[src/rtl/bin2bcd_seq_if.sv]
// Start/busy/done handshake and result bus between a binary source and the
// shift-and-add-3 BCD converter.
interface bin2bcd_seq_if #(
  parameter int W      = 27,
  parameter int DIGITS = 8
);
  logic                  start;
  logic [W-1:0]          bin;
  logic                  busy;
  logic                  done;
  logic [4*DIGITS-1:0]   bcd;
  logic                  overflow;

  modport master (
    output start, bin,
    input  busy, done, bcd, overflow
  );

  modport slave (
    input  start, bin,
    output busy, done, bcd, overflow
  );
endinterface

[src/rtl/bin2bcd_seq.sv]
// Sequential binary-to-BCD converter (double dabble, one bit per clock) with a
// held, saturating result register for the HEX digit decoders.
module bin2bcd_seq #(
  parameter int W      = 27,
  parameter int DIGITS = 8
) (
  input  logic          CLOCK_50,
  input  logic          rst,
  bin2bcd_seq_if.slave  bus
);

  localparam int BW    = 4 * DIGITS;
  localparam int CNT_W = $clog2(W + 1);

  typedef enum logic [1:0] {
    IDLE  = 2'd0,
    SHIFT = 2'd1,
    DONE  = 2'd2
  } state_e;

  // Largest representable value; ten or more digits always hold a 32-bit input.
  function automatic logic [63:0] max_value();
    logic [63:0] p;
    p = 64'd1;
    if (DIGITS >= 10) begin
      return 64'hFFFF_FFFF_FFFF_FFFF;
    end else begin
      for (int i = 0; i < DIGITS; i++) begin
        p = p * 64'd10;
      end
      return p - 64'd1;
    end
  endfunction

  function automatic logic [BW-1:0] add3(input logic [BW-1:0] s);
    logic [BW-1:0] r;
    r = s;
    for (int i = 0; i < DIGITS; i++) begin
      if (s[4*i +: 4] >= 4'd5) begin
        r[4*i +: 4] = s[4*i +: 4] + 4'd3;
      end else begin
        r[4*i +: 4] = s[4*i +: 4];
      end
    end
    return r;
  endfunction

  function automatic logic [BW-1:0] all_nines();
    logic [BW-1:0] r;
    for (int i = 0; i < DIGITS; i++) begin
      r[4*i +: 4] = 4'h9;
    end
    return r;
  endfunction

  localparam logic [63:0]   MAX_VAL = max_value();
  localparam logic [BW-1:0] NINES   = all_nines();

  state_e            state_q, state_d;
  logic [W-1:0]      sh_q, sh_d;
  logic [BW-1:0]     scr_q, scr_d;
  logic [CNT_W-1:0]  cnt_q, cnt_d;
  logic              ovf_lat_q, ovf_lat_d;
  logic [BW-1:0]     bcd_q, bcd_d;
  logic              ovf_q, ovf_d;
  logic              busy_q, busy_d;
  logic              done_q, done_d;
  logic [BW-1:0]     scr_adj;
  logic [BW-1:0]     scr_next;

  // Next-state logic: accept in IDLE/DONE, one add-3 + shift step per SHIFT cycle.
  always_comb begin
    state_d   = state_q;
    sh_d      = sh_q;
    scr_d     = scr_q;
    cnt_d     = cnt_q;
    ovf_lat_d = ovf_lat_q;
    bcd_d     = bcd_q;
    ovf_d     = ovf_q;
    scr_adj   = add3(scr_q);
    scr_next  = {scr_adj[BW-2:0], sh_q[W-1]};
    case (state_q)
      IDLE, DONE: begin
        if (bus.start) begin
          state_d   = SHIFT;
          sh_d      = bus.bin;
          scr_d     = {BW{1'b0}};
          ovf_lat_d = (64'(bus.bin) > MAX_VAL);
          cnt_d     = CNT_W'(W);
        end else begin
          state_d   = IDLE;
        end
      end
      SHIFT: begin
        scr_d = scr_next;
        sh_d  = sh_q << 1'b1;
        cnt_d = cnt_q - CNT_W'(1);
        if (cnt_q == CNT_W'(1)) begin
          state_d = DONE;
          bcd_d   = ovf_lat_q ? NINES : scr_next;
          ovf_d   = ovf_lat_q;
        end else begin
          state_d = SHIFT;
        end
      end
      default: begin
        state_d = IDLE;
      end
    endcase
    busy_d = (state_d == SHIFT);
    done_d = (state_d == DONE);
  end

  // State and output registers with synchronous reset.
  always_ff @(posedge CLOCK_50) begin
    if (rst) begin
      state_q   <= IDLE;
      sh_q      <= {W{1'b0}};
      scr_q     <= {BW{1'b0}};
      cnt_q     <= {CNT_W{1'b0}};
      ovf_lat_q <= 1'b0;
      bcd_q     <= {BW{1'b0}};
      ovf_q     <= 1'b0;
      busy_q    <= 1'b0;
      done_q    <= 1'b0;
    end else begin
      state_q   <= state_d;
      sh_q      <= sh_d;
      scr_q     <= scr_d;
      cnt_q     <= cnt_d;
      ovf_lat_q <= ovf_lat_d;
      bcd_q     <= bcd_d;
      ovf_q     <= ovf_d;
      busy_q    <= busy_d;
      done_q    <= done_d;
    end
  end

  assign bus.busy     = busy_q;
  assign bus.done     = done_q;
  assign bus.bcd      = bcd_q;
  assign bus.overflow = ovf_q;

endmodule

[src/flat_wrapper.sv]
// flat-port wrapper written by rule: the top's interface ports become plain ports
module bin2bcd_seq_flat 
#(
  parameter int W      = 27,
  parameter int DIGITS = 8
)
  (CLOCK_50, rst, bus_start, bus_bin, bus_busy, bus_done, bus_bcd, bus_overflow);
  bin2bcd_seq_if #(.W(W), .DIGITS(DIGITS)) bus_i ();
  input  logic CLOCK_50;
  input  logic rst;
  input wire logic [$bits(bus_i.start)-1:0] bus_start;
  input wire logic [$bits(bus_i.bin)-1:0] bus_bin;
  output wire logic [$bits(bus_i.busy)-1:0] bus_busy;
  output wire logic [$bits(bus_i.done)-1:0] bus_done;
  output wire logic [$bits(bus_i.bcd)-1:0] bus_bcd;
  output wire logic [$bits(bus_i.overflow)-1:0] bus_overflow;
  assign bus_i.start = bus_start;
  assign bus_i.bin = bus_bin;
  assign bus_busy = bus_i.busy;
  assign bus_done = bus_i.done;
  assign bus_bcd = bus_i.bcd;
  assign bus_overflow = bus_i.overflow;
  bin2bcd_seq #(.W(W), .DIGITS(DIGITS)) u_core (.CLOCK_50(CLOCK_50), .rst(rst), .bus(bus_i));
endmodule
[config.mk]
export PLATFORM = sky130hd
export DESIGN_NAME = bin2bcd_seq_flat
export DESIGN_NICKNAME = d
export VERILOG_FILES = /design/src/rtl/bin2bcd_seq_if.sv /design/src/rtl/bin2bcd_seq.sv /design/src/flat_wrapper.sv
export SDC_FILE = /design/constraint.sdc
export NUM_CORES = 1
export LEC_CHECK = 0
export CORE_MARGIN = 2
export CORE_UTILIZATION = 35
export DETAILED_ROUTE_END_ITERATION = 6
export GPL_ROUTABILITY_DRIVEN = 1
export PLACE_DENSITY = 0.61
export SYNTH_ARGS = -nofsm -noshare
export SYNTH_HDL_FRONTEND = slang
export SYNTH_SLANG_ARGS = --single-unit
[constraint.sdc]
create_clock -name CLOCK_50 -period 1.89 [get_ports CLOCK_50]
set_input_delay 0.2835 -clock CLOCK_50 [delete_from_list [all_inputs] [get_ports CLOCK_50]]
set_output_delay 0.2835 -clock CLOCK_50 [all_outputs]
set_load 0.01 [all_outputs]
After elaboration in Yosys (flattened, before gate mapping)

Index checks and enable logic that the tools add are counted.

Flip-flop bits (word level): 102
Input bits: 30
Output and inout bits: 35
Logic and storage cells: 57

$add $sub $neg: 9
Magnitude comparators: 9
Equal/unequal tests: 6
Mux-type cells: 18
Reductions and logical operators: 6

Operators by type and width:

| cell                 | count |
|---|---|
| $mux 32              | 2 |
| $pmux 32 s2          | 1 |
| $pmux 27 s2          | 1 |
| $ge 4x3->1 const B   | 8 |
| $add 4x2->4 const B  | 7 |
| $mux 4               | 7 |
| $gt 27x27->1 const B | 1 |
| $mux 27              | 1 |
| $pmux 5 s2           | 1 |
| $reduce_and 2->1     | 3 |
| $eq 5x1->1 const B   | 1 |
| $mux 5               | 1 |
| $sub 5x1->5 const B  | 1 |
| $eq 2x1->1 const B   | 2 |
| $eq 2x2->1 const B   | 2 |
| $pmux 2 s2           | 1 |
| $add 3x2->3 const B  | 1 |
| $mux 3               | 1 |
| $logic_not 2->1      | 1 |
| $mux 2               | 1 |
| $ne 2x2->1 const B   | 1 |
| $reduce_bool 2->1    | 1 |
| $reduce_or 2->1      | 1 |
| $mux 1               | 1 |

Depth between registers and ports, before layout

Word-level depth: 4
Mapped depth: 7

Least setup slack after synthesis

OpenSTA, ideal clock, no wires.

Path kind: flip-flop to flip-flop
Start: register u_core.scr_q[21]
End: register u_core.scr_q[22]
Setup time: 65 ps
Arrival time: 1330 ps
Data required time: 1825 ps
Path slack: 495 ps
Cell stages (with the launch flop): 8
Buffers on the path: 0
Clock period less this slack: 1395 ps
Cell sequence: dfxtp_1 inv_1 ha_1 nand2b_1 a21oi_1 mux2i_1 a22oi_1 nor2_1

Longest elaborated chain between the ends: 3
Elaborated cells on any way between the ends: 4

RTL lines:

| element                                          | line                                 | RTL |
|---|---|---|
| from (decl)                                      | bin2bcd_seq.sv:61                    | `logic [BW-1:0] scr_q, scr_d;` |
| from (signal assigned)                           | bin2bcd_seq.sv:119                   | `scr_q <= {BW{1'b0}};` |
| from (signal assigned)                           | bin2bcd_seq.sv:129                   | `scr_q <= scr_d;` |
| $add 4x2->4 / $ge 4x3->1 (equally long branches) | bin2bcd_seq.sv:40, bin2bcd_seq.sv:39 |  |
| $mux 4 *                                         | bin2bcd_seq.sv:39                    | `if (s[4*i +: 4] >= 4'd5) begin` |
| $pmux 32 s2 *                                    | bin2bcd_seq.sv:82                    | `case (state_q)` |

Mark *: on every way between the ends. The rest lies on a longest branch, timed or not.
A chain may end at the register's enable or synchronous reset.

Worst setup path in the final report

Start: register u_core.scr_q[5]
End: register u_core.bcd_q[6], in the netlist u_core.bus.bcd[6]

Longest elaborated chain between the ends: 3
Elaborated cells on any way between the ends: 4

RTL lines:

| element                                          | line                                 | RTL |
|---|---|---|
| $add 4x2->4 / $ge 4x3->1 (equally long branches) | bin2bcd_seq.sv:40, bin2bcd_seq.sv:39 |  |
| $mux 4 *                                         | bin2bcd_seq.sv:39                    |  |
| $mux 32 *                                        | bin2bcd_seq.sv:100                   | `bcd_d = ovf_lat_q ? NINES : scr_next;` |
| to (signal assigned)                             | bin2bcd_seq.sv:122                   | `bcd_q <= {BW{1'b0}};` |
| to (decl)                                        | bin2bcd_seq.sv:64                    | `logic [BW-1:0] bcd_q, bcd_d;` |

Marked as above.

==> out/metrics.csv <==
stage,metric,value,unit
route,num_vias,3937,
critical_path,worstSetupStartpointType,flip-flop,
floorplanning,core,0.0127,mm²
cts,holdBufCountCts,0,
floorplanning,die_x,118,µm
timing,rsz0062_at_grt,false,
cts,cts_buffer_depth,2,
route,wl,10600,µm
timing,finalClockSkew,7.50,ps
global_route,grt_pass1_vias,3843,
layout,syn2layout_area_growth,25.1,%
pwr,p_leak,0.00211,µW
yosys,synth.distinct_cells,37,
placed_design,dp_cells,752,
placed_design,place_area,0.00540,mm²
route,avgRoutedWirePerCell,13.8,µm
timing,period_share,0.854,
yosys,synth.avg_cell_area,8.55,µm²
cts,clk_latency,340,ps
critical_path,cp_top_family,compound AO/OA/AOI/OAI gates,
cts,tritoncts,yes,
global_route,track_usage,0.157,
pwr,p_switching,1110,µW
critical_path,crit_path_cell_trace,"inv_1, ha_1, nand2b_1, a21oi_1, mux2i_1, a22oi_1, nor2_1",
timing,maxSlewHeadroom,0.687,
route,drc,0,
global_route,antenna_found_initial,0,
layout,n_antenna_cell,0,
pwr,seq_power_share,0.486,
layout,instances_no_fill,767,
cts,root_buffer,clkbuf_16,
pwr,combinationalPowerShare,0.112,
timing,final.setup.tns,0,ps
yosys,synthCells,534,
pwr,internal_power,3590,µW
route,drtAntennaViolNets,0,
floorplanning,fp-row-count,41,
cts,ctsResizeCount,0,
critical_path,critPathMaxStageDelay,350,ps
yosys,yosys.area.top_type,dfxtp_1,
floorplanning,dieArea,0.0140,mm²
yosys,synth_warnings,0,
layout,fin_util,0.451,
yosys,synth_top_cell_area_share,0.447,
layout,finish.instance_area,0.00571,mm²
yosys,synthTopCellsByArea,"dfxtp_1, a22oi_1, nor2_1",
pwr,ir_drop,0.000416,V
timing,finalSetupViolCount,0,
critical_path,crit_slowest_cell,dfxtp_1,
floorplanning,ioPinCount,65,
critical_path,end_kind,flip-flop,
placed_design,place_congestion,0.765,
yosys,synth_nets,582,
cts,cts_setup_buffers,0,
route,via_per_inst,5.13,
placed_design,hpwl,7430,µm
outcome,status,finished clean,
critical_path,worst_ep_required_time,2170,ps
critical_path,cp.arrival,1890,ps
yosys,ys_ff_latch,102,
cts,htree_levels,3,
critical_path,crit_path_max_fanout,3,
floorplanning,die-height,118,µm
global_route,grt_pass1_wl,18000,µm
global_route,grt_max_degree,41,
pwr,p_per_area,822,mW/mm²
yosys,ys_seq_area_frac,0.447,
global_route,overflow,0,
timing,clock.fmax,619,MHz
cts,cts.sinks,102,
min_path,hp-class,in2reg,
flow_run,maxCapViolCount,0,
timing,tightest_slew,468,ps
layout,nets,639,
yosys,netlist_area,0.00456,mm²
pwr,swShare,0.236,
route,dr.pass1.iters,5,
timing,finalMaxSlewViolations,0,
placed_design,io_buffers,64,
timing,period_minus_slack,1610,ps
floorplanning,start_util,0.360,
critical_path,reg2reg_slack,280,ps
layout,drive_gt1_frac,0.0756,
critical_path,cp_num_buf_inv,1,
layout,fill_cells,1255,
pwr,power.share.clock,0.401,
timing,final_hold_viol_count,0,
cts,numCtsBuffers,9,
cts,path_clk_slew,70,ps
critical_path,path_class,reg2reg,
route,drt_iter0_drc,215,
## flip-flops by register name (all words and copies together) (netlist names)
name / flops
u_core.bus.bcd: 32
u_core.bus.busy: 1
u_core.state_q: 2
u_core.cnt_q: 5
u_core.scr_q: 32
u_core.bus.overflow: 1
u_core.bus.done: 1
u_core.sh_q: 27
u_core.ovf_lat_q: 1
## worst reg2reg max path, delay by kind of cell, from the launching register on
kind | cells | cell delay [ps]
simple gates | 2 | 270
flops | 1 | 350
compound gates | 2 | 360
fa+ha+maj | 1 | 180
buf+inv | 1 | 80
mux | 1 | 330
## per-stage QoR
step	total power [µW]	hold WS [ps]	worst slack, ps
finish	4690	373	275
global route	4910	381	98.0
CTS	4770	357	238
detailed placement	2860	449	63.6
global placement	2850	441	106
floorplan	2630	437	495
## layer usage
layer  GRT usage  part of all wire
met5           0                 0
met2       0.270              0.49
met4      0.0414            0.0033
met1       0.192              0.45
met3      0.0444             0.059
## final timing paths
kind | cells past startpoint | endpoint | from
max reg2reg | 7 | u_core.bus.bcd[6]$_SDFFE_PP0P_ | u_core.scr_q[5]$_SDFFE_PP0P_
min | 2 | u_core.sh_q[0]$_SDFFE_PP0P_ | rst
max | 7 | u_core.bus.bcd[6]$_SDFFE_PP0P_ | u_core.scr_q[5]$_SDFFE_PP0P_
min reg2reg | 2 | u_core.sh_q[4]$_SDFFE_PP0P_ | u_core.sh_q[4]$_SDFFE_PP0P_
## area by class of cell
cell class	instances	area, µm²	share of cell area
clock inverters	3	42.5	0.00745
multi-input cells	379	2260	0.396
well taps	172	215	0.0377
clock buffers	12	267	0.0467
flip-flops and latches	102	2040	0.358
repair buffers	81	816	0.143
inverters	18	67.6	0.0118
## layout by cell type, fill, tap and decap left out, types with 4 or more instances in the layout
master | Yosys | final
nor2_1 | 79 | 79
o22ai_1 | 5 | 5
nand2b_1 | 17 | 17
a22oi_1 | 75 | 75
nand2_1 | 62 | 62
buf_12 | 0 | 4
buf_4 | 4 | 14
dfxtp_1 | 102 | 102
nor3_1 | 25 | 25
o21ai_0 | 15 | 15
a21oi_1 | 39 | 39
ha_1 | 18 | 18
clkbuf_16 | 0 | 9
inv_1 | 18 | 18
clkdlybuf4s50_1 | 0 | 63
mux2i_1 | 8 | 8
xnor2_1 | 9 | 9
## cell usage after synthesis (all sizes together)
cell / number
a211oi: 2
a21oi: 39
a221oi: 1
a22oi: 75
a311o: 1
a31oi: 1
and4b: 2
buf: 23
clkbuf: 12
dfxtp: 102
ha: 18
inv: 18
mux2i: 8
nand2: 62
nand2b: 17
nand3: 2
nand4: 3
nand4b: 1
nor2: 82
nor2b: 2
nor3: 27
nor3b: 1
nor4: 2
nor4b: 1
o21ai: 16
o22ai: 5
or2: 2
xnor2: 9
## kinds of logic after synthesis
kind of cell             count (synthesis)  synth area share
XOR/XNOR                                 9            0.0173
AND/OR/NAND/NOR                        204             0.210
AO/OA/AOI/OAI                          140             0.199
buffers and inverters                   53            0.0587
flip-flops                             102             0.447
multiplexers                             8            0.0175
adder cells (fa/ha/maj)                 18            0.0494
## power by group through the flow
stage                     sequential, µW  combinational [µW]  clock [µW]
after global placement              2330                 519           0
after CTS                           2280                 529        1960
after detailed placement            2330                 528           0
final                               2280                 527        1880
after floorplan                     2320                 310           0
after global routing                2290                 579        2040
No activity file was read; power rests on OpenSTA's default activity.
